**config.mk**
```make
export PLATFORM = sky130hd
export DESIGN_NAME = dmem_sized_flat
export DESIGN_NICKNAME = d
export VERILOG_FILES = /design/src/rtl/dmem_pkg.sv /design/src/rtl/dmem_sized_if.sv /design/src/rtl/dmem_load_ext.sv /design/src/rtl/dmem_sized.sv /design/src/flat_wrapper.sv
export SDC_FILE = /design/constraint.sdc
export NUM_CORES = 1
export LEC_CHECK = 0
export BUFFER_PORTS_ARGS = -buffer_cell sky130_fd_sc_hd__buf_2
export CORE_MARGIN = 3
export CORE_UTILIZATION = 45
export CTS_BUF_LIST = sky130_fd_sc_hd__clkbuf_4 sky130_fd_sc_hd__clkbuf_8
export DETAILED_ROUTE_END_ITERATION = 16
export PLACE_DENSITY_LB_ADDON = 0.08
export SLEW_MARGIN = 5
export SYNTH_ARGS = -nofsm -noshare
export SYNTH_HDL_FRONTEND = slang
export SYNTH_SLANG_ARGS = --single-unit
export TNS_END_PERCENT = 100
```
**constraint.sdc**
```tcl
create_clock -name clk -period 12 [get_ports clk]
set_input_delay 3.6 -clock clk [delete_from_list [all_inputs] [get_ports clk]]
set_output_delay 3.6 -clock clk [all_outputs]
set_load 0.1 [all_outputs]
```
**src/rtl/dmem_pkg.sv**
```systemverilog
// Shared encodings and byte-lane helpers for the sized MEM-stage data memory.
package dmem_pkg;

    localparam logic [1:0] SZ_BYTE = 2'b00;
    localparam logic [1:0] SZ_HALF = 2'b01;
    localparam logic [1:0] SZ_WORD = 2'b10;

    typedef enum logic {
        INIT,
        READY
    } state_t;

    // Byte enables for an access whose offset has already been resolved.
    function automatic logic [3:0] lane_mask(input logic [1:0] size, input logic [1:0] off);
        case (size)
            SZ_BYTE: lane_mask = 4'b0001 << off;
            SZ_HALF: lane_mask = off[1] ? 4'b1100 : 4'b0011;
            default: lane_mask = 4'b1111;
        endcase
    endfunction

    function automatic logic is_misaligned(input logic [1:0] size, input logic [1:0] off);
        case (size)
            SZ_BYTE: is_misaligned = 1'b0;
            SZ_HALF: is_misaligned = off[0];
            default: is_misaligned = (off != 2'b00);
        endcase
    endfunction

    function automatic logic [1:0] align_off(input logic [1:0] size, input logic [1:0] off);
        case (size)
            SZ_BYTE: align_off = off;
            SZ_HALF: align_off = {off[1], 1'b0};
            default: align_off = 2'b00;
        endcase
    endfunction

endpackage

```
**src/rtl/dmem_sized_if.sv**
```systemverilog
// MEM-stage data memory bus: load/store request, extended read data, status and debug taps.
interface dmem_sized_if #(
    parameter int ADDR_W   = 7,
    parameter int NUM_TAPS = 2
);
    logic                     mem_read;
    logic                     mem_write;
    logic [ADDR_W-1:0]        addr;
    logic [1:0]               size;
    logic                     load_unsigned;
    logic [31:0]              w_data;
    logic [31:0]              r_data;
    logic                     busy;
    logic                     misalign;
    logic [32*NUM_TAPS-1:0]   tap_data;

    modport master (
        output mem_read, mem_write, addr, size, load_unsigned, w_data,
        input  r_data, busy, misalign, tap_data
    );

    modport slave (
        input  mem_read, mem_write, addr, size, load_unsigned, w_data,
        output r_data, busy, misalign, tap_data
    );
endinterface

```
**src/rtl/dmem_load_ext.sv**
```systemverilog
// Load path: picks the addressed byte/half out of a word and sign- or zero-extends it.
module dmem_load_ext
    import dmem_pkg::*;
(
    input  logic [31:0] word,
    input  logic [1:0]  size,
    input  logic [1:0]  off,
    input  logic        load_unsigned,
    output logic [31:0] result
);
    logic [7:0]  byte_sel;
    logic [15:0] half_sel;

    always_comb begin
        byte_sel = word[8*off +: 8];
        half_sel = off[1] ? word[31:16] : word[15:0];
        result   = word;
        case (size)
            SZ_BYTE: result = {{24{~load_unsigned & byte_sel[7]}}, byte_sel};
            SZ_HALF: result = {{16{~load_unsigned & half_sel[15]}}, half_sel};
            default: result = word;
        endcase
    end
endmodule

```
**src/rtl/dmem_sized.sv**
```systemverilog
// Sized data memory with post-reset clearing sequencer and debug tap window.
// Build option DMEM_MISALIGN_TRAP_EN: flag and suppress misaligned accesses instead of aligning them.
module dmem_sized
    import dmem_pkg::*;
#(
    parameter int ADDR_W   = 7,
    parameter int NUM_TAPS = 2,
    parameter int TAP_BASE = 1
) (
    input logic         clk,
    input logic         rst,
    dmem_sized_if.slave bus
);
    localparam int WIDX_W = ADDR_W - 2;
    localparam int DEPTH  = 2 ** WIDX_W;

    logic [31:0]       mem [DEPTH];
    state_t            state, state_nxt;
    logic [WIDX_W-1:0] clr_cnt, clr_cnt_nxt;
    logic              busy_c;

    logic [WIDX_W-1:0] widx;
    logic [1:0]        off;
    logic              mis_block;
    logic [3:0]        be;
    logic [31:0]       st_data;
    logic              wr_en;
    logic [31:0]       ld_ext;

    always_ff @(posedge clk or posedge rst) begin
        if (rst) begin
            state   <= INIT;
            clr_cnt <= '0;
        end else begin
            state   <= state_nxt;
            clr_cnt <= clr_cnt_nxt;
        end
    end

    always_comb begin
        state_nxt   = state;
        clr_cnt_nxt = clr_cnt;
        busy_c      = 1'b0;
        case (state)
            INIT: begin
                busy_c      = 1'b1;
                clr_cnt_nxt = clr_cnt + WIDX_W'(1);
                if (clr_cnt == '1) state_nxt = READY;
            end
            READY: ;
            default: state_nxt = INIT;
        endcase
    end

    assign widx = bus.addr[ADDR_W-1:2];

`ifdef DMEM_MISALIGN_TRAP_EN
    assign off          = bus.addr[1:0];
    assign mis_block    = is_misaligned(bus.size, bus.addr[1:0]);
    assign bus.misalign = (bus.mem_read | bus.mem_write) & mis_block & ~busy_c;
`else
    assign off          = align_off(bus.size, bus.addr[1:0]);
    assign mis_block    = 1'b0;
    assign bus.misalign = 1'b0;
`endif

    assign be    = lane_mask(bus.size, off);
    assign wr_en = bus.mem_write & ~busy_c & ~mis_block;

    // Replicating the right-justified store data onto every lane lets the byte enables alone pick the target.
    always_comb begin
        case (bus.size)
            SZ_BYTE: st_data = {4{bus.w_data[7:0]}};
            SZ_HALF: st_data = {2{bus.w_data[15:0]}};
            default: st_data = bus.w_data;
        endcase
    end

    always_ff @(posedge clk) begin
        if (state == INIT) begin
            mem[clr_cnt] <= '0;
        end else if (wr_en) begin
            for (int unsigned k = 0; k < 4; k++) begin
                if (be[k]) mem[widx][8*k +: 8] <= st_data[8*k +: 8];
            end
        end
    end

    dmem_load_ext u_load_ext (
        .word          (mem[widx]),
        .size          (bus.size),
        .off           (off),
        .load_unsigned (bus.load_unsigned),
        .result        (ld_ext)
    );

    assign bus.r_data = (bus.mem_read & ~busy_c & ~mis_block) ? ld_ext : '0;
    assign bus.busy   = busy_c;

    for (genvar i = 0; i < NUM_TAPS; i++) begin : g_tap
        localparam logic [WIDX_W-1:0] TIDX = WIDX_W'(TAP_BASE + i);
        assign bus.tap_data[32*i +: 32] = mem[TIDX];
    end
endmodule

```
**src/flat_wrapper.sv**
```systemverilog
// flat-port wrapper written by rule: the top's interface ports become plain ports
module dmem_sized_flat import dmem_pkg::*;
#(
    parameter int ADDR_W   = 7,
    parameter int NUM_TAPS = 2,
    parameter int TAP_BASE = 1
)
  (clk, rst, bus_mem_read, bus_mem_write, bus_addr, bus_size, bus_load_unsigned, bus_w_data, bus_r_data, bus_busy, bus_misalign, bus_tap_data);
  dmem_sized_if #(.ADDR_W(ADDR_W), .NUM_TAPS(NUM_TAPS)) bus_i ();
  input logic clk;
  input logic rst;
  input wire logic [$bits(bus_i.mem_read)-1:0] bus_mem_read;
  input wire logic [$bits(bus_i.mem_write)-1:0] bus_mem_write;
  input wire logic [$bits(bus_i.addr)-1:0] bus_addr;
  input wire logic [$bits(bus_i.size)-1:0] bus_size;
  input wire logic [$bits(bus_i.load_unsigned)-1:0] bus_load_unsigned;
  input wire logic [$bits(bus_i.w_data)-1:0] bus_w_data;
  output wire logic [$bits(bus_i.r_data)-1:0] bus_r_data;
  output wire logic [$bits(bus_i.busy)-1:0] bus_busy;
  output wire logic [$bits(bus_i.misalign)-1:0] bus_misalign;
  output wire logic [$bits(bus_i.tap_data)-1:0] bus_tap_data;
  assign bus_i.mem_read = bus_mem_read;
  assign bus_i.mem_write = bus_mem_write;
  assign bus_i.addr = bus_addr;
  assign bus_i.size = bus_size;
  assign bus_i.load_unsigned = bus_load_unsigned;
  assign bus_i.w_data = bus_w_data;
  assign bus_r_data = bus_i.r_data;
  assign bus_busy = bus_i.busy;
  assign bus_misalign = bus_i.misalign;
  assign bus_tap_data = bus_i.tap_data;
  dmem_sized #(.ADDR_W(ADDR_W), .NUM_TAPS(NUM_TAPS), .TAP_BASE(TAP_BASE)) u_core (.clk(clk), .rst(rst), .bus(bus_i));
endmodule
```
==> metrics.csv <==
stage;metric;value;unit
status;status;complete, no violations;
critical_path;worstReg2RegStart;u_core.state;
critical_path;worstSetupStartpointType;input port;
synth;synthTopCellsByCount;edfxtp_1 (1,024), nor2_1 (190), mux4_2 (189), mux2i_1 (122), nand2_1 (105);
sta;setup_tns;0;ns
clock_tree;clockBufferDepth;3;
synth;syn_nets;2251;
critical_path;cp-endpoint;bus_r_data[12];
pwr;vdd_drop_max;0.104;mV
grt;grt_pass1_vias;22800;
floorplanning;dieWidth;309;um
floorplanning;floorplan.initialDensity;0.455;
grt;antenna_found_initial;10;
worst_hold_path;min_path_type;reg2reg;
sta;finalWorstSetupSlack;1.01;ns
grt;track_usage;0.246;
clock_tree;post_cts_resized;0;
cells_and_area;nNetsFinal;2506;
placement;place_inst;3461;
grt;grt_max_degree;71;
sta;maxSlewHeadroom;0.179;
sta;period_minus_slack;10.99;ns
critical_path;timing.critical_path.to_type;output pin;
critical_path;r2r_cells;6;
cells_and_area;final.fill_count;7347;
pwr;total_power;7.48;mW
routing;firstDrtPassIters;8;
sta;setup_viol;0;
routing;wl_per_cell;30.7;um
placement;dp_hpwl;76200;um
floorplanning;die_y;309;um
critical_path;critPathRequiredTime;8.40;ns
clock_tree;numCtsBuffers;171;
cells_and_area;area_growth;13.6;%
cells_and_area;stdcell_count;3774;
sta;max_freq;0.0910;GHz
clock_tree;clkTransAtPathRegs;0.07;ns
cells_and_area;fin_util;0.517;
floorplanning;core;90400;um^2
synth;syn_inst;2203;
critical_path;critical_path_class;in2out;
sta;hold_viol;0;
worst_hold_path;hold_start;u_core.clr_cnt[0];
synth;synth_edf_count;1024;
synth;async_flop_share;0.00583;
critical_path;rr_endpoint;u_core.mem[4][13];
synth;synthTopCellsByArea;edfxtp_1 (75%), mux4_2 (10%), mux2i_1 (3.0%);
synth;yosysSeqAreaShare;0.750;
clock_tree;cts_setup_buffers;0;
synth;syn_area;41200;um^2
floorplanning;floorplan.die_area;95200;um^2
synth;synth_cell_types;52;
synth;yosysTopAreaCell;edfxtp_1;
grt;overflow;0;
clock_tree;cts_tree;yes;
cells_and_area;layout-drive-gt1-share;0.289;
sta;min_period_over_period;0.916;
critical_path;startpoint;bus_addr[5];
critical_path;crit_fanout;21;
sta;slew_viol_final;0;
routing;via_per_inst;5.96;
synth;ys_warn_count;0;
pwr;p_leak;17.0;nW
routing;num_vias;22500;
placement;routabilityCongestion;0.907;
grt;grt_pass1_wl;165000;um
flow_run;max_cap_viol_count;0;
placement;place_ws;1.06;ns
routing;drt_iter0_markers;2756;
synth;synthFlopType;edfxtp_1;
routing;routed_wl;116000;um
pwr;power.density;160;nW/um^2
clock_tree;htreeDepth;4;
floorplanning;row_count;110;
sta;worst_pin_slew;1.23;ns
sta;rsz0062_at_grt;false;
synth;syn_avg_cell_area;18.7;um^2
placement;portBuffers;142;
routing;ant_nets;0;
clock_tree;clk_latency;0.81;ns
synth;ys_seq_elements;1030;
critical_path;ff2ff_setup_slack;8.25;ns
routing;drc;0;
clock_tree;clock-sinks;1030;
floorplanning;io_pins;144;
clock_tree;cts-root-buf;clkbuf_8;
sta;finalClockSkew;0.0251;ns
critical_path;cp.arrival;7.39;ns
synth;synth_top_cell_area_share;0.747;
clock_tree;postCtsHoldBufs;0;
synth;synth_most_common_cell;edfxtp_1;
## metrics by stage
step	cell area [um^2]	hold slack, ns
2_1_floorplan	41200	0.509
3_3_place_gp	43500	0.566
3_5_place_dp	43500	0.583
4_1_cts	46800	0.596
5_1_grt	46800	0.636
6_report	46800	0.598
## per-layer routing
layer	up-vias	global-route usage	part of all wire
li1	9504	-	-
met1	11700	0.347	0.42
met2	1057	0.375	0.46
met3	200	0.0759	0.094
met4	2	0.0643	0.022
met5	-	0	0.00011
## critical path, cell delays in order
cell and delay, ns:
buf_2 0.51, buf_4 0.33, and2_1 0.75, a31oi_1 0.18
nand4_1 0.45, nand3_1 0.22, a311o_1 0.60, o21ai_0 0.22
buf_2 0.49
## final cells by class
class,count,area (um^2),share of cell area
sequential,1030,30900,0.660
timing repair buffer,209,1330,0.0283
clock buffer,229,2790,0.0596
inverter,6,22.5,0.000481
antenna,4,10.0,0.000214
tap,1176,1470,0.0315
multi-input combinational,1040,9760,0.209
clock inverter,80,499,0.0107
## report_power, final
part	switching, mW	internal, mW	total (mW)
combinational	0.380	0.138	0.518
clock	1.39	1.60	2.99
sequential	0.000727	3.98	3.98
## how the worst min path moves through the flow
stage	endpoint	slack, ns	cells past startpoint
finish	u_core.clr_cnt[0]	0.60	1
global route	u_core.clr_cnt[0]	0.64	1
CTS	u_core.clr_cnt[0]	0.60	1
detailed placement	u_core.clr_cnt[0]	0.58	1
global placement	u_core.clr_cnt[0]	0.57	1
floorplan	u_core.clr_cnt[3]	0.51	1
## logic make-up after synthesis
| logic type | synth area share |
|---|---|
| fa+ha+maj | 0.000608 |
| mux | 0.149 |
| other cells | 0.0000911 |
| simple gates | 0.0442 |
| buf+inv | 0.0148 |
| flops | 0.750 |
| compound gates | 0.0407 |
| xor+xnor | 0.000638 |
## state kept, by name, summed over array words and instances, names as in the netlist
| name | count |
|---|---|
| u_core.clr_cnt | 5 |
| u_core.mem | 1024 |
| u_core.state | 1 |
## cell usage in the layout (no fill, tap or decap), types with 5 or more instances in the layout
cell type      n
a21oi_2       11
clkbuf_8     171
o22ai_1       60
clkinvlp_4     5
inv_1          5
nor2_1       173
mux2i_1      122
nor2_2        17
buf_12         7
clkinv_2      18
nand2_1      104
nand4_1       17
a32oi_1        6
nand3_1       23
a21oi_1       37
clkinv_1      45
a22oi_1       58
nor2b_1       25
mux2_2        50
nor3_1         6
clkbuf_4      58
edfxtp_1    1024
inv_6          5
dfrtp_1        6
buf_2        138
nand2b_1      12
and3_1        11
o21ai_0       32
mux4_2       189
buf_4         62
a211oi_1      31
nor4_1         8
Power figures use the tool's default switching activity.
